$ cat config.mk
export PLATFORM = sky130hd
export DESIGN_NAME = rf_update_arbiter
export DESIGN_NICKNAME = d
export VERILOG_FILES = /design/src/rtl/rf_update_arbiter.sv
export SDC_FILE = /design/constraint.sdc
export NUM_CORES = 1
export LEC_CHECK = 0
export ABC_AREA = 1
export BUFFER_PORTS_ARGS = -buffer_cell sky130_fd_sc_hd__buf_4
export CELL_PAD_IN_SITES_DETAIL_PLACEMENT = 1
export CELL_PAD_IN_SITES_GLOBAL_PLACEMENT = 1
export CORE_ASPECT_RATIO = 0.6
export CORE_UTILIZATION = 43
export CTS_BUF_LIST = sky130_fd_sc_hd__clkbuf_4 sky130_fd_sc_hd__clkbuf_8
export CTS_CLUSTER_DIAMETER = 100
export DETAILED_ROUTE_END_ITERATION = 8
export PLACE_DENSITY_LB_ADDON = 0.1
export SKIP_CTS_REPAIR_TIMING = 1
export SLEW_MARGIN = 20
export SYNTH_ARGS = -nofsm -noshare
export SYNTH_HDL_FRONTEND = slang
export SYNTH_SLANG_ARGS = --single-unit
$ cat constraint.sdc
create_clock -name clk_in -period 3.06 [get_ports clk_in]
set_clock_uncertainty 0.1 [all_clocks]
set_input_delay 0.459 -clock clk_in [delete_from_list [all_inputs] [get_ports clk_in]]
set_output_delay 0.459 -clock clk_in [all_outputs]
set_load 0.005 [all_outputs]
$ cat src/rtl/rf_update_arbiter.sv
`default_nettype none
// +------------------------------------------------------------------------+
// | rf_update_arbiter                                                      |
// | One-update-per-cycle sequencer for the regfile/dependency table:       |
// | rename requests vs. buffered ROB commit broadcasts, with anti-starve.  |
// | Revision: 1.0                                                          |
// +------------------------------------------------------------------------+
module rf_update_arbiter #(
  parameter int TAG_W        = 4,
  parameter int DATA_W       = 32,
  parameter int CQ_DEPTH     = 4,
  parameter int STARVE_LIMIT = 3
) (
  input  logic                            clk_in,
  input  logic                            rst_in,
  input  logic                            rdy_in,
  input  logic                            iss_valid,
  output logic                            iss_ready,
  input  logic [4:0]                      iss_rd,
  input  logic [TAG_W-1:0]                iss_tag,
  input  logic                            cmt_valid,
  output logic                            cmt_ready,
  input  logic [TAG_W-1:0]                cmt_tag,
  input  logic [DATA_W-1:0]               cmt_data,
  output logic                            rf_mode,
  output logic [4:0]                      rf_rd,
  output logic [TAG_W-1:0]                rf_foq_depend,
  output logic [DATA_W-1:0]               rf_rob_data,
  output logic [TAG_W-1:0]                rf_rob_depend,
  output logic [$clog2(CQ_DEPTH+1)-1:0]   cq_count
);

  localparam int PTR_W = $clog2(CQ_DEPTH);
  localparam int CNT_W = $clog2(CQ_DEPTH + 1);
  localparam int SC_W  = $clog2(STARVE_LIMIT + 1);
  localparam logic [CNT_W-1:0] DEPTH_C  = CNT_W'(CQ_DEPTH);
  localparam logic [SC_W-1:0]  STARVE_C = SC_W'(STARVE_LIMIT);

  logic [TAG_W-1:0]  tag_mem_q  [CQ_DEPTH];
  logic [DATA_W-1:0] data_mem_q [CQ_DEPTH];

  logic [PTR_W-1:0]  wr_ptr_q, wr_ptr_d;
  logic [PTR_W-1:0]  rd_ptr_q, rd_ptr_d;
  logic [CNT_W-1:0]  count_q, count_d;
  logic [SC_W-1:0]   starve_q, starve_d;

  logic              mode_q, mode_d;
  logic [4:0]        rd_q, rd_d;
  logic [TAG_W-1:0]  foq_q, foq_d;
  logic [DATA_W-1:0] rob_data_q, rob_data_d;
  logic [TAG_W-1:0]  rob_dep_q, rob_dep_d;

  logic w_empty, w_full, w_iss_req, w_force, w_grant_iss, w_grant_cmt, w_push;

  always_comb begin
    w_empty     = (count_q == '0);
    w_full      = (count_q == DEPTH_C);
    w_iss_req   = iss_valid && (iss_rd != 5'd0);
    w_force     = w_iss_req && (starve_q == STARVE_C);
    w_grant_iss = rdy_in && w_iss_req && (w_empty || w_force);
    w_grant_cmt = rdy_in && !w_empty && !w_grant_iss;
    cmt_ready   = rdy_in && !w_full;
    // Tag 0 means "no producer": accept it but never occupy a slot.
    w_push      = cmt_valid && cmt_ready && (cmt_tag != '0);
    iss_ready   = rdy_in && iss_valid && ((iss_rd == 5'd0) || w_grant_iss);
  end

  always_comb begin
    wr_ptr_d   = wr_ptr_q;
    rd_ptr_d   = rd_ptr_q;
    count_d    = count_q;
    starve_d   = starve_q;
    mode_d     = mode_q;
    rd_d       = rd_q;
    foq_d      = foq_q;
    rob_data_d = rob_data_q;
    rob_dep_d  = rob_dep_q;
    if (rdy_in) begin
      if (w_push)      wr_ptr_d = wr_ptr_q + 1'b1;
      if (w_grant_cmt) rd_ptr_d = rd_ptr_q + 1'b1;
      count_d = count_q + CNT_W'(w_push) - CNT_W'(w_grant_cmt);

      if (w_grant_iss)
        starve_d = '0;
      else if (w_grant_cmt && w_iss_req && (starve_q != STARVE_C))
        starve_d = starve_q + 1'b1;

      // Every ready cycle overwrites the presented update; idle is all zero.
      mode_d     = 1'b0;
      rd_d       = 5'd0;
      foq_d      = '0;
      rob_data_d = '0;
      rob_dep_d  = '0;
      if (w_grant_iss) begin
        rd_d  = iss_rd;
        foq_d = iss_tag;
      end else if (w_grant_cmt) begin
        mode_d     = 1'b1;
        rob_data_d = data_mem_q[rd_ptr_q];
        rob_dep_d  = tag_mem_q[rd_ptr_q];
      end
    end
  end

  always_ff @(posedge clk_in) begin
    if (rst_in) begin
      wr_ptr_q   <= '0;
      rd_ptr_q   <= '0;
      count_q    <= '0;
      starve_q   <= '0;
      mode_q     <= 1'b0;
      rd_q       <= 5'd0;
      foq_q      <= '0;
      rob_data_q <= '0;
      rob_dep_q  <= '0;
    end else begin
      wr_ptr_q   <= wr_ptr_d;
      rd_ptr_q   <= rd_ptr_d;
      count_q    <= count_d;
      starve_q   <= starve_d;
      mode_q     <= mode_d;
      rd_q       <= rd_d;
      foq_q      <= foq_d;
      rob_data_q <= rob_data_d;
      rob_dep_q  <= rob_dep_d;
    end
  end

  always_ff @(posedge clk_in) begin
    if (w_push) begin
      tag_mem_q[wr_ptr_q]  <= cmt_tag;
      data_mem_q[wr_ptr_q] <= cmt_data;
    end
  end

  assign rf_mode       = mode_q;
  assign rf_rd         = rd_q;
  assign rf_foq_depend = foq_q;
  assign rf_rob_data   = rob_data_q;
  assign rf_rob_depend = rob_dep_q;
  assign cq_count      = count_q;

endmodule
`default_nettype wire

==> results of run 1 <==
## flip-flops by register name, indices dropped and copies added, names as in the netlist, named ones only
signal         cells
rf_mode            1
starve_q           2
rf_foq_depend      4
cq_count           3
rf_rob_data       32
rf_rob_depend      4
tag_mem_q         16
rd_ptr_q           2
rf_rd              5
data_mem_q       128
wr_ptr_q           2
## cell families (layout without fill, tap and decap cells)
group | after synthesis | in the layout | synth area share
DFF | 201 | 201 | 0.694
buffers and inverters | 64 | 221 | 0.0394
and+or+nand+nor | 305 | 305 | 0.159
AOI/OAI and AO/OA | 135 | 135 | 0.0926
xor gates and xnor gates | 1 | 1 | 0.00111
adders and majority gates | 8 | 8 | 0.0137
## how the worst max path moves through the flow
stage	from	to	cells past startpoint
6_report	cq_count[1]$_SDFFE_PP0P_	cq_count[2]$_SDFFE_PP0P_	14
4_1_cts	cq_count[1]$_SDFFE_PP0P_	cq_count[2]$_SDFFE_PP0P_	14
3_5_place_dp	cmt_tag[3]	cq_count[2]$_SDFFE_PP0P_	15
3_3_place_gp	cmt_tag[3]	cq_count[2]$_SDFFE_PP0P_	15
2_1_floorplan	cq_count[1]$_SDFFE_PP0P_	data_mem_q[0][0]$_DFFE_PP_	6
5_1_grt	cq_count[1]$_SDFFE_PP0P_	cq_count[2]$_SDFFE_PP0P_	14
## power groups by stage
stage	Sequential [W]	Combinational [W]	Clock [W]
after floorplan	0.00314	0.000451	0
after global placement	0.00313	0.000720	0
after detailed placement	0.00314	0.000752	0
after CTS	0.00308	0.000757	0.00228
after global routing	0.00309	0.000870	0.00240
final	0.00308	0.000778	0.00225
## layout make-up
class                   instances  share of cell area
clock buffers                  40              0.0531
well taps                     234              0.0299
repair buffers                141               0.121
multi-input cells             449               0.218
flip-flops and latches        201               0.559
clock inverters                16             0.00997
inverters                      24             0.00934
## cell usage after synthesis
| library cell | number |
|---|---|
| a21oi_1 | 44 |
| a21oi_2 | 10 |
| a31oi_4 | 1 |
| buf_1 | 1 |
| buf_2 | 21 |
| buf_4 | 4 |
| buf_6 | 2 |
| buf_8 | 1 |
| clkbuf_1 | 10 |
| clkbuf_2 | 1 |
| clkinv_1 | 1 |
| clkinv_2 | 1 |
| dfxtp_1 | 57 |
| edfxtp_1 | 144 |
| fa_1 | 1 |
| ha_1 | 7 |
| inv_1 | 14 |
| inv_2 | 8 |
| nand2_1 | 101 |
| nand2_2 | 1 |
| nand3_1 | 30 |
| nand3_2 | 11 |
| nor2_1 | 162 |
| o21ai_0 | 48 |
| o21ai_1 | 32 |
| xor2_1 | 1 |
## per-layer routing
layer / vias up / part of all wire / global-route usage
met5: - / 0 / 0
met4: 0 / 0.0082 / 0.0382
met3: 14 / 0.046 / 0.0390
met2: 105 / 0.49 / 0.357
met1: 2807 / 0.45 / 0.281
li1: 2704 / - / -
## worst register-to-register path, stage by stage, from the launching register on
cell and delay (ns):
dfxtp_1 0.46, inv_2 0.10, nand2_1 0.08, o21ai_1 0.07, nor2_1 0.22, inv_2 0.17, ha_1 0.30, inv_1 0.06
ha_1 0.15, inv_1 0.06, fa_1 0.39, a21oi_1 0.16, o21ai_0 0.12, o21ai_0 0.16, a21oi_1 0.06
## placed cells by master (no fill, tap or decap)
master	n
nor2_1	158
edfxtp_1	144
buf_4	106
nand2_1	101
dfxtp_1	55
o21ai_0	48
a21oi_1	44
clkbuf_8	35
o21ai_1	32
dlygate4sd3_1	31
nand3_1	30
inv_1	14
nand3_2	11
a21oi_2	10
clkinv_2	10
inv_2	8
clkinv_1	7
ha_1	7
clkbuf_4	5
nor2_4	4
buf_12	4
dfxtp_2	2
a31oi_4	1
nand2_2	1
xor2_1	1
fa_1	1
bufinv_16	1
## stage by stage
stage               area [um^2]  power [W]  cells  utilization
detailed placement         8860    0.00389   1018        0.506
floorplan                  7880    0.00359    714            -
global route               9780    0.00636   1105        0.559
CTS                        9470    0.00612   1074        0.541
global placement           8860    0.00385   1018        0.506
finish                     9780    0.00611   1105        0.559
==> results.md, run 1 <==
- Setup crit end kind: flip-flop
- Number of global-route vias before repair: 5675
- Die width: 177 um
- Pwr Density: around 620 nW/um^2
- Max Cap Viol: 0
- Synth Register Bits: between 200 and 250
- Top-area cell type share of the netlist area: 0.549
- Core area: 17500 um^2
- Final Hold Viols: 0
- CP max-delay cell: dfxtp_1
- Initial antenna violation count: 0
- CTS root buf: clkbuf_8
- Antenna diode count: 0
- WHS: about 0.024 ns
- Worst vdd ir: a little under 0.4 mV
- Beginning of the worst hold path: cmt_data[20]
- Register area: roughly 5500 um^2
- Final worst path period share: 0.906
- Die Height: 107 um
- Fin crit period: ~2.8 ns
- Grt total ovfl: 0
- Initial DRC Count: around 330
- Max incr delay on CP: about 0.46 ns
- Worst hold-check path type: primary input to flip-flop
- Mean Syn Cell Area: between 10 and 15 um^2
- Num CTS Buffers: 30
- Slew @ Worst Pin: 0.809 ns
- R2r setup slk: around 0.29 ns
- Detail Route Antenna Nets: 0
- Critical Path Fanout Max: 7
- RSZ-0062 raised after global routing: no
- R2r startpoint: cq_count[1]$_SDFFE_PP0P_
- Sequential area share after synthesis: 0.694
- Port bufs: 100
- Setup ws final: about 0.29 ns
- Headroom to the max-slew limit: 0.460
- Cell variety after synth: 26
- Clock sinks: between 200 and 250
- Buffer depth of the longest clock path: 3
- Critical Path AT: approximately 3.1 ns
- Area leader, netlist: edfxtp_1
- Total die area: between 15000 and 20000 um^2
- Comb power frac: 0.127
- Drt total wl: a little under 20000 um
- Cells after Synth: between 700 and 800
- First-pass GRT wire length: 30400 um
- CTS H-tree depth: 1
- Critical Path RT: 3.39 ns
- Post-DP HPWL: about 11000 um
- Critical path class: flip-flop to flip-flop
- Final nets: approximately 910
- Gpl congestion: approximately 0.74
- Worst-skew pair later-pin latency: 0.54 ns
- Via Count: about 5600
- Share of cells above drive strength 1: 0.227
- Filler cells: 1900
- Sw Pwr: about 0.0016 W
- DR vias/cell: about 5.1
- Clk pwr share: 0.368
- Average wire per standard cell: around 18 um
- CP Buf/Inv Count: 4
- Status: finished clean
- CP startpoint kind: flip-flop
- CTS tree: done
- Cell Rows: 37
- GRT Resource Usage Total: 0.209
- Yosys warns: 0
- Leak: ~3.7 nW
- Setup TNS: 0 ns
- Worst-path cell chain: inv_2 -> nand2_1 -> o21ai_1 -> nor2_1 -> inv_2 -> ha_1 -> inv_1 -> ha_1 -> inv_1 -> fa_1 -> a21oi_1 -> o21ai_0 -> o21ai_0 -> a21oi_1
- Multi-input gate area: between 2000 and 2500 um^2
- Largest cells by area after synthesis: edfxtp_1 55%, dfxtp_1 14%, nor2_1 7.7%
- Clock slew at reported path FFs: 0.06 ns
- Worst reg2reg endpoint: cq_count[2]$_SDFFE_PP0P_
- Switch share: 0.260
- Flop pwr share: 0.505
- Max frequency: approximately 360 MHz
- Hold Crit Depth: 1
- Initial Utilization: 0.450
- Fin. max-slew vios: 0
- DP Worst Slack: around 0.13 ns
- Syn nets: 772
- Final setup viols: 0
- Mapped Area: just under 8000 um^2
- # DRC: 0
- Synth-to-layout area growth: 24.2%
- Int Power: roughly 0.0045 W
- Min-Delay Endpoint: data_mem_q[3][20]$_DFFE_PP_
- Router iterations before antenna repair: 4
- # IOs: around 100
- CP top delay family: adder cells
- Largest net degree at the start of global routing: 73
- Worst r2r path cells: 14
No activity file was read; power rests on OpenSTA's default activity.
==> run 2, diff against run 1 <==
Settings changed: CORE_UTILIZATION 43 to 30.
==> results.md, run 2 (synthesized netlist as in run 1, its figures left out) <==
- Max reg flops: approximately 130
- Worst hold-check path type: primary input to flip-flop
- CP startpoint kind: primary input
- First-pass GRT wire length: 33300 um
- Number of global-route vias before repair: ~6000
- CTS root buf: clkbuf_8
- Initial Utilization: 0.309
- Setup TNS: 0 ns
- Cell Rows: 45
- Critical Path RT: approximately 3.4 ns
- Router iterations before antenna repair: 4
- Max Cap Viol: 0
- Initial antenna violation count: 0
- Die width: 211 um
- Buffer depth of the longest clock path: 3
- Final setup viols: 0
- Port bufs: 100
- Largest net degree at the start of global routing: 50
- Int Power: around 0.0047 W
- Flop pwr share: 0.487
- Average wire per standard cell: 17.6 um
- Grt total ovfl: 0
- Fin crit period: 2.68 ns
- Synth-to-layout area growth: 28.2%
- Status: finished clean
- Most flop-heavy register: data_mem_q
- Setup crit end kind: flip-flop
- Fin. max-slew vios: 0
- Worst vdd ir: ~0.28 mV
- Filler cells: approximately 2800
- Final nets: 916
- Setup ws final: between 0.3 and 0.4 ns
- Clock sinks: ~200
- Leak: between 3 and 4 nW
- Final worst path period share: 0.877
- Clock slew at reported path FFs: roughly 0.070 ns
- CTS H-tree depth: 1
- GRT Resource Usage Total: 0.163
- Antenna diode count: 0
- Switch share: 0.257
- # DRC: 0
- Pwr Density: about 630 nW/um^2
- Worst-skew pair later-pin latency: between 0.5 and 0.6 ns
- Final Cell Area: about 10000 um^2
- Via Count: between 5000 and 6000
- Most frequent cells in the layout: 158 x nor2_1, 144 x edfxtp_1, 110 x buf_4
- Critical Path Fanout Max: 5
- Comb power frac: 0.126
- CTS tree: done
- Commonest non-fill, non-tap cell in the layout: nor2_1
- Sw Pwr: around 0.0016 W
- Post-DP Area: about 9000 um^2
- Critical path class: primary input to flip-flop
- Share of cells above drive strength 1: 0.232
- WHS: between 0.03 and 0.04 ns
- Initial DRC Count: between 200 and 250
- Drt total wl: approximately 22000 um
- Die Height: 128 um
- Slew @ Worst Pin: 0.866 ns
- Post-DP HPWL: 12700 um
- Clk pwr share: 0.388
- Critical Path AT: a little over 3 ns
- R2r setup slk: 0.50 ns
- Core area: between 20000 and 30000 um^2
- Max frequency: 373 MHz
- Final Hold Viols: 0
- # IOs: ~100
- DR vias/cell: approximately 4.7
- RSZ-0062 raised after global routing: no
- Gpl congestion: between 0.7 and 0.8
- Detail Route Antenna Nets: 0
- Headroom to the max-slew limit: 0.422
- DP Worst Slack: 0.335 ns
- Num CTS Buffers: 31
- Total die area: between 20000 and 30000 um^2
- Tot Pwr: approximately 0.0063 W
==> run 2: critical path, cell delays in order <==
cell and delay [ns]:
dlygate4sd3_1 0.52, buf_4 0.13, nor2_1 0.05, nand2_1 0.06
nand2_1 0.15, nor2_1 0.24, inv_2 0.07, ha_1 0.27
inv_1 0.06, ha_1 0.13, inv_1 0.05, fa_1 0.38
a21oi_1 0.14, o21ai_0 0.12, o21ai_0 0.16, a21oi_1 0.05
==> run 2: through the flow <==
step	cells	utilization
5_1_grt	1235	0.396
6_report	1235	0.396
4_1_cts	1198	0.381
2_1_floorplan	714	-
3_3_place_gp	1140	0.354
3_5_place_dp	1140	0.354
==> run 2: cell type report <==
| class | instances | area [um^2] | area share |
|---|---|---|---|
| Sequential cell | 201 | 5470 | 0.541 |
| Multi-Input combinational cell | 449 | 2130 | 0.211 |
| Timing Repair Buffer | 151 | 1280 | 0.126 |
| Clock buffer | 48 | 623 | 0.0617 |
| Tap cell | 352 | 440 | 0.0436 |
| Inverter | 24 | 91.3 | 0.00904 |
| Clock inverter | 10 | 71.3 | 0.00706 |
==> run 2: worst paths after layout <==
path / startpoint / end / cells past startpoint
max: cmt_tag[3] / cq_count[2]$_SDFFE_PP0P_ / 16
max reg2reg: cq_count[1]$_SDFFE_PP0P_ / cq_count[2]$_SDFFE_PP0P_ / 14
min: iss_rd[4] / rf_rd[4]$_SDFFE_PP0P_ / 3
min reg2reg: rf_rd[3]$_SDFFE_PP0P_ / rf_rd[3]$_SDFFE_PP0P_ / 2
==> run 2: layer usage <==
metal | vias to the layer above | GRT usage | routed length, um
met5 | - | 0 | 0
met3 | 37 | 0.0327 | 753
met4 | 0 | 0.0456 | 457
met2 | 97 | 0.263 | 9990
met1 | 2904 | 0.223 | 10500
li1 | 2727 | - | -
==> run 2: power groups by stage <==
stage / sequential, W / clock [W] / combinational [W]
finish: 0.00309 / 0.00246 / 0.000799
global route: 0.00310 / 0.00264 / 0.000899
CTS: 0.00309 / 0.00253 / 0.000780
detailed placement: 0.00315 / 0 / 0.000777
global placement: 0.00314 / 0 / 0.000750
floorplan: 0.00314 / 0 / 0.000451
==> run 3, diff against run 2 <==
Settings changed: RECOVER_POWER from default to 50.
==> results.md, run 3 (synthesized netlist as in run 1, its figures left out) <==
- Status: finished clean
- Worst vdd ir: between 0.2 and 0.3 mV
- Crit path capture: cq_count[2]$_SDFFE_PP0P_
- Setup TNS: 0 ns
- Hold Crit Depth: 3
- # DRC: 0
- Port bufs: 100
- Worst r2r path cells: 14
- Leak: 3.59 nW
- GRT Resource Usage Total: 0.163
- Critical Path AT: 3.06 ns
- Critical Path RT: around 3.4 ns
- Synth-to-layout area growth: 26.3%
- CTS tree: done
- Drt total wl: between 20000 and 25000 um
- Via Count: 5735
- CTS root buf: clkbuf_8
- Worst-skew pair later-pin latency: 0.57 ns
- Grt total ovfl: 0
- Critical Path Fanout Max: 5
- Fin crit period: 2.70 ns
- Core area: roughly 26000 um^2
- Beginning of the worst hold path: iss_tag[3]
- DR vias/cell: approximately 4.6
- Number of global-route vias before repair: 5889
- Average wire per standard cell: about 18 um
- CP startpoint kind: primary input
- Max Cap Viol: 0
- Die width: 211 um
- Initial Utilization: 0.309
- Final worst path period share: 0.882
- Setup ws final: between 0.3 and 0.4 ns
- Num CTS Buffers: 31
- R2r startpoint: cq_count[1]$_SDFFE_PP0P_
- RSZ-0062 raised after global routing: no
- Total die area: between 20000 and 30000 um^2
- Post-DP HPWL: between 10000 and 15000 um
- CTS H-tree depth: 1
- Critical path class: primary input to flip-flop
- Worst reg2reg endpoint: cq_count[2]$_SDFFE_PP0P_
- Clock sinks: roughly 200
- Most frequent cells in the layout: 158 x nor2_1, 144 x edfxtp_1, 101 x nand2_1
- Most flop-heavy register: data_mem_q
- Headroom to the max-slew limit: 0.174
- Slew @ Worst Pin: about 1.2 ns
- Die Height: approximately 130 um
- Grt peak-use layer: met2
- Final setup viols: 0
- Worst hold-check path type: primary input to flip-flop
- Final nets: between 900 and 1000
- Setup crit end kind: flip-flop
- Buffer depth of the longest clock path: 3
- First-pass GRT wire length: roughly 33000 um
- Tot Pwr: about 0.0063 W
- DP Worst Slack: 0.335 ns
- Largest net degree at the start of global routing: 50
- Grt met3 use: 0.0327
- Max reg flops: 128
- Final Hold Viols: 0
- WHS: between 0.03 and 0.04 ns
- # IOs: slightly above 100
- Pwr Density: 635 nW/um^2
- R2r setup slk: roughly 0.44 ns
- Gpl congestion: approximately 0.72
- Cell Rows: 45
- Final core occ: 0.390
- Router iterations before antenna repair: 6
- Share of cells above drive strength 1: 0.185
- Met1 global-route usage: 0.223
- Initial antenna violation count: 0
- Max frequency: about 370 MHz
- GR met2 Demand/Resource: 0.263
- Clock slew at reported path FFs: around 0.070 ns
- Detail Route Antenna Nets: 0
- Commonest non-fill, non-tap cell in the layout: nor2_1
- Antenna diode count: 0
- Initial DRC Count: 210
- Fin. max-slew vios: 0
- Setup crit start: cmt_tag[3]
run 3: stage by stage:
step | std cells | cell area [um^2]
2_1_floorplan | 714 | 7880
3_3_place_gp | 1140 | 9030
3_5_place_dp | 1140 | 9030
4_1_cts | 1198 | 9730
5_1_grt | 1235 | 9940
6_report | 1235 | 9940
run 3: cell type report:
cell class                      instances  area [um^2]
Fill cell                            2784        15600
Timing Repair Buffer                  151         1120
Tap cell                              352          440
Clock buffer                           48          623
Clock inverter                         10         71.3
Inverter                               24         91.3
Multi-Input combinational cell        449         2130
Sequential cell                       201         5470
run 3: worst min path at each step:
stage | slack [ns] | end
6_report | 0.03 | rf_foq_depend[3]$_SDFFE_PP0P_
5_1_grt | 0.01 | rf_foq_depend[2]$_SDFFE_PP0P_
4_1_cts | -0.07 | data_mem_q[2][5]$_DFFE_PP_
3_5_place_dp | 0.36 | rf_rob_data[9]$_SDFFE_PP0P_
3_3_place_gp | 0.36 | rf_rd[0]$_SDFFE_PP0P_
2_1_floorplan | 0.36 | rf_rob_data[22]$_SDFFE_PP0P_
run 3: metal layers:
metal	up-vias	part of all wire
met2	95	0.46
met5	-	0
met3	37	0.034
met1	2880	0.49
met4	0	0.021
li1	2723	-
run 3: power by group:
part / total, W / leakage, nW / switching, W / internal (W)
clock: 0.00246 / 0.363 / 0.00108 / 0.00138
combinational: 0.000770 / 1.45 / 0.000490 / 0.000280
sequential: 0.00309 / 1.77 / 0.0000552 / 0.00303
run 3: critical path: stages:
cell and delay, ns:
dlygate4sd3_1 0.52, buf_4 0.13, nor2_1 0.05, nand2_1 0.06, nand2_1 0.15, nor2_1 0.24, inv_2 0.07, ha_1 0.27
inv_1 0.06, ha_1 0.13, inv_1 0.05, fa_1 0.38, a21oi_1 0.14, o21ai_0 0.14, o21ai_0 0.16, a21oi_1 0.05
